`src/rtl/dma_burst_writer.sv`:
```
// Ping-pong buffered packer: 128-bit packets of up to 8 words
// replayed as fixed 8-beat Avalon-MM write bursts.
module dma_burst_writer (
  input  logic         c,
  input  logic         rst,
  input  logic [127:0] d,
  input  logic         dv,
  input  logic         de,
  input  logic [22:0]  daddr,
  output logic         ready,
  output logic         txs_write,
  output logic [127:0] txs_writedata,
  output logic [5:0]   txs_burstcount,
  output logic [22:0]  txs_address,
  input  logic         txs_waitrequest
);

  typedef enum logic {
    S_IDLE,
    S_BURST
  } state_t;

  state_t r_state;
  state_t w_state_n;

  logic [127:0] r_mem [2][8];
  logic [22:0]  r_addr [2];
  logic [1:0]   r_busy;
  logic [1:0]   r_pend;
  logic         r_wr;
  logic         r_rd;
  logic         r_cap;
  logic         r_ready;
  logic [2:0]   r_wbeat;
  logic [2:0]   r_rbeat;

  logic         w_start;
  logic         w_take;
  logic         w_close;
  logic         w_acc;
  logic         w_done;
  logic         w_issue;
  logic         w_cap_n;
  logic         w_wr_n;
  logic [2:0]   w_widx;
  logic [1:0]   w_busy_n;
  logic [1:0]   w_pend_n;

  // Slots fill and drain in strict alternation, so r_rd is always the oldest.
  assign w_start = dv & r_ready & ~r_cap;
  assign w_take  = w_start | (dv & r_cap);
  assign w_widx  = w_start ? 3'd0 : r_wbeat;
  assign w_close = w_take & (de | (w_widx == 3'd7));
  assign w_acc   = (r_state == S_BURST) & ~txs_waitrequest;
  assign w_done  = w_acc & (r_rbeat == 3'd7);
  assign w_issue = (r_state == S_IDLE) & r_pend[r_rd];
  assign w_cap_n = (r_cap | w_start) & ~w_close;
  assign w_wr_n  = r_wr ^ w_close;

  always_comb begin
    w_busy_n = r_busy;
    w_pend_n = r_pend;
    if (w_start) w_busy_n[r_wr] = 1'b1;
    if (w_close) w_pend_n[r_wr] = 1'b1;
    if (w_done) begin
      w_busy_n[r_rd] = 1'b0;
      w_pend_n[r_rd] = 1'b0;
    end
  end

  always_comb begin
    w_state_n = r_state;
    txs_write = 1'b0;
    unique case (r_state)
      S_IDLE: begin
        if (w_issue) w_state_n = S_BURST;
      end
      S_BURST: begin
        txs_write = 1'b1;
        if (w_done) w_state_n = S_IDLE;
      end
    endcase
  end

  always_ff @(posedge c) begin
    if (rst) begin
      r_state <= S_IDLE;
      r_busy  <= 2'b00;
      r_pend  <= 2'b00;
      r_wr    <= 1'b0;
      r_rd    <= 1'b0;
      r_cap   <= 1'b0;
      r_ready <= 1'b0;
      r_wbeat <= 3'd0;
      r_rbeat <= 3'd0;
    end else begin
      r_state <= w_state_n;
      r_busy  <= w_busy_n;
      r_pend  <= w_pend_n;
      r_wr    <= w_wr_n;
      r_cap   <= w_cap_n;
      // Looks ahead so a slot freed this cycle is offered on the next.
      r_ready <= ~w_cap_n & ~w_busy_n[w_wr_n];
      if (w_take) r_wbeat <= w_widx + 3'd1;
      if (w_issue) r_rbeat <= 3'd0;
      else if (w_acc) r_rbeat <= r_rbeat + 3'd1;
      if (w_done) r_rd <= ~r_rd;
    end
  end

  // Zero-fill on the first word so an early-closed packet pads with zeros.
  always_ff @(posedge c) begin
    if (w_start) begin
      r_addr[r_wr] <= daddr;
      for (int k = 0; k < 8; k++) begin
        r_mem[r_wr][k] <= (k == 0) ? d : 128'h0;
      end
    end else if (dv & r_cap) begin
      r_mem[r_wr][r_wbeat] <= d;
    end
  end

  assign ready          = r_ready;
  assign txs_writedata  = r_mem[r_rd][r_rbeat];
  assign txs_address    = r_addr[r_rd];
  assign txs_burstcount = 6'd8;

endmodule

```
`config.mk`:
```
export PLATFORM = sky130hd
export DESIGN_NAME = dma_burst_writer
export DESIGN_NICKNAME = d
export VERILOG_FILES = /design/src/rtl/dma_burst_writer.sv
export SDC_FILE = /design/constraint.sdc
export NUM_CORES = 2
export LEC_CHECK = 0
export BUFFER_PORTS_ARGS = -buffer_cell sky130_fd_sc_hd__buf_2
export CORE_MARGIN = 3
export CORE_UTILIZATION = 60
export DETAILED_ROUTE_END_ITERATION = 6
export PLACE_DENSITY = 0.8
export SETUP_SLACK_MARGIN = 0.15
export SKIP_CTS_REPAIR_TIMING = 1
export SYNTH_ARGS = -nofsm -noshare
export SYNTH_HDL_FRONTEND = slang
export SYNTH_SLANG_ARGS = --single-unit
```
`constraint.sdc`:
```
create_clock -name c -period 13.3 [get_ports c]
set_input_delay 3.99 -clock c [delete_from_list [all_inputs] [get_ports c]]
set_output_delay 3.99 -clock c [all_outputs]
set_load 0.01 [all_outputs]
```
==> reports/qor.yml <==
outcome:
  status: "complete, no violations"
pwr:
  pwr-share-clk_pct: 37.0
  p_sw_share_pct: 23.7
  switchingPower_uw: 3530
  p_comb_share_pct: 9.3
  power_density_mw_per_mm2: 156
  leakagePower_uw: 0.0326
  vdd_drop_max_mv: 0.146
  p_int_uw: 11400
  seqPwrFrac_pct: 53.6
detailed_routing:
  dr.pass1.iters: 5
  drc: 0
  final_antenna_net_count: 0
  drt_iter0_markers: 6296
  post_drt_wl_per_cell_um: 31.9
  routed_wl_um: 221000
  vias_per_cell: 6.75
  num_vias: 46719
place:
  dp_cells: 6523
  hpwl_um: 109000
  port_buffers: 308
  routabilityCongestion: 0.742
timing:
  final_max_slew_viol_count: 0
  finalSetupTns_ps: 0
  setup_viol: 0
  fin_crit_ps: 8550
  rsz0062_at_grt: "false"
  maxSlewHeadroom_pct: 14.8
  skew_ps: 55.0
  hold_viol: 0
  fin_crit_sh_pct: 64.3
  max_freq_mhz: 117
  fin_worst_hold_slack_ps: 497
  tightest_slew_ps: 1280
clocking:
  clk_path_buf_depth: 3
  cts_buffers: 199
  cts.sinks: 2110
  cts_tree: "done"
  clk_latency_ps: 850
  cts.clk_slew.worst_paths_ps: 60
  htreeDepth: 4
  cts_root_buffer: "clkbuf_16"
critical_path:
  crit_slowest_cell: "buf_4"
  crit_type: "flip-flop to primary output"
  cp_data_arrival_time_ps: 4560
  crit_path_start_kind: "flip-flop"
  crit_required_ps: 9310
  crit_path_cell_trace: "buf_12, buf_4, mux4_2, a22oi_1, nand2_1, buf_2"
  end_kind: "primary output"
  slowest_delay_ps: 890
  crit_path_max_fanout: 83
global_routing:
  gr-total-overflow: 0
  antenna_found_initial: 47
  grt_pass1_wl_um: 321000
  grtUsageTotal_pct: 30.2
  grt_pass1_vias: 48015
  grt_max_degree: 132
synthesis:
  synth_seq_cells: 2110
  yosys-top-cells-area: "edfxtp_1, mux4_2, and2_1"
  synth_area_mm2: 0.0858
  synth_flop_cell: "edfxtp_1"
  synth_edf_count: 2094
  syn_avg_cell_area_um2: 18.8
  synthCells: 4568
  ys_async_sr_fraction_pct: 0
  yosysUniqueCellTypes: 38
  yosysWarningCount: 0
  yosysTopAreaCell: "edfxtp_1"
  ys_seq_area_share_pct: 73.7
  synth.top_cells.by_count: "edfxtp_1, and2_1, mux4_2"
  yosysMostFrequentCell: "edfxtp_1"
  yosysTopAreaCellShare_pct: 73.3
cells_and_area:
  drive_gt1_share_pct: 23.2
  nets: 4994
  syn_to_final_growth_pct: 11.5
  fin_cells: 6923
floorplanning:
  die_y_um: 384
  die-area_mm2: 0.148
  core_mm2: 0.142
  rows: 138
  die_w_um: 384
  ios: 315
  start_util_pct: 60.5
run:
  maxCapViolations: 0
hold_path:
  hold_path_class: "flip-flop to flip-flop"
==> registers in the layout, summed over array words and instances (netlist names), named ones only <==
signal	flops
r_cap	1
ready	1
r_state	1
r_rd	1
r_wbeat	3
r_addr	46
r_wr	1
r_pend	2
r_mem	2048
r_rbeat	3
r_busy	2
==> through the flow <==
stage	power [µW]	util, %	area, µm²	worst slack [ps]
CTS	15000	67.4	95600	4650
global route	15300	67.4	95600	4470
global placement	9480	62.9	89200	5500
detailed placement	9540	62.9	89200	5530
floorplan	9000	-	85800	1850
finish	14900	67.5	95600	4750
==> cells in the final DEF (no fill, tap or decap), types with 14 or more instances in the layout <==
| master | n |
|---|---|
| a21oi_1 | 29 |
| a21oi_4 | 14 |
| a22oi_1 | 237 |
| and2_1 | 644 |
| and3_1 | 256 |
| buf_12 | 17 |
| buf_2 | 308 |
| buf_4 | 65 |
| bufinv_16 | 16 |
| clkbuf_1 | 45 |
| clkbuf_16 | 199 |
| clkinv_1 | 52 |
| clkinv_2 | 36 |
| diode_2 | 30 |
| edfxtp_1 | 2094 |
| mux2_2 | 24 |
| mux2i_1 | 191 |
| mux4_2 | 428 |
| nand2_1 | 124 |
| nand3_1 | 30 |
| nor2_1 | 40 |
| nor2b_1 | 14 |
| o22ai_1 | 34 |
==> kinds of logic after synthesis <==
logic type,count (synthesis),share of synthesized area (%)
other cells,2,0.00875
xor+xnor,3,0.0306
compound gates,335,2.75
mux,643,13.8
buf+inv,333,1.95
fa+ha+maj,4,0.0583
simple gates,1138,7.76
flops,2110,73.7
==> path summary, 6_finish.rpt <==
| path | from | to | cells past startpoint | slack, ps |
|---|---|---|---|---|
| max | flip-flop | txs_writedata[96] | 6 | 4750 |
| min reg2reg | r_busy[1] | r_busy[1] | 2 | 500 |
| min | r_busy[1] | r_busy[1] | 2 | 500 |
| max reg2reg | r_wbeat[2] | r_mem[1][395] | 5 | 8990 |
==> per-layer routing <==
layer / GRT usage, % / wire length [µm] / up-vias
met5: 0 / 168 / -
met1: 40.2 / 78100 / 24264
met3: 7.13 / 25500 / 454
met2: 49.3 / 110000 / 3131
met4: 10.9 / 6940 / 28
li1: - / - / 18842
==> area by class of cell <==
type	instances	area, µm²
Sequential cell	2110	63200
Fill cell	8836	46100
Multi-Input combinational cell	2129	21200
Clock buffer	244	5150
Timing Repair Buffer	390	2370
Tap cell	1890	2360
Clock inverter	126	1210
Antenna cell	30	75.1
Inverter	4	15.0
==> power by group through the flow <==
stage / Clock (µW) / Combinational, µW / Sequential [µW]
2_1_floorplan: 0 / 752 / 8250
3_5_place_dp: 0 / 1390 / 8150
5_1_grt: 5830 / 1460 / 8050
3_3_place_gp: 0 / 1380 / 8110
4_1_cts: 5570 / 1400 / 8010
6_report: 5530 / 1400 / 8020
==> worst max-delay path, delay by kind of cell (launching register included) <==
family | cells | cell delay (ps)
simple gates | 1 | 170
buf+inv | 3 | 1560
compound gates | 1 | 250
flops | 1 | 880
mux | 1 | 610
Note: power is estimated with default switching activity, not from simulation.
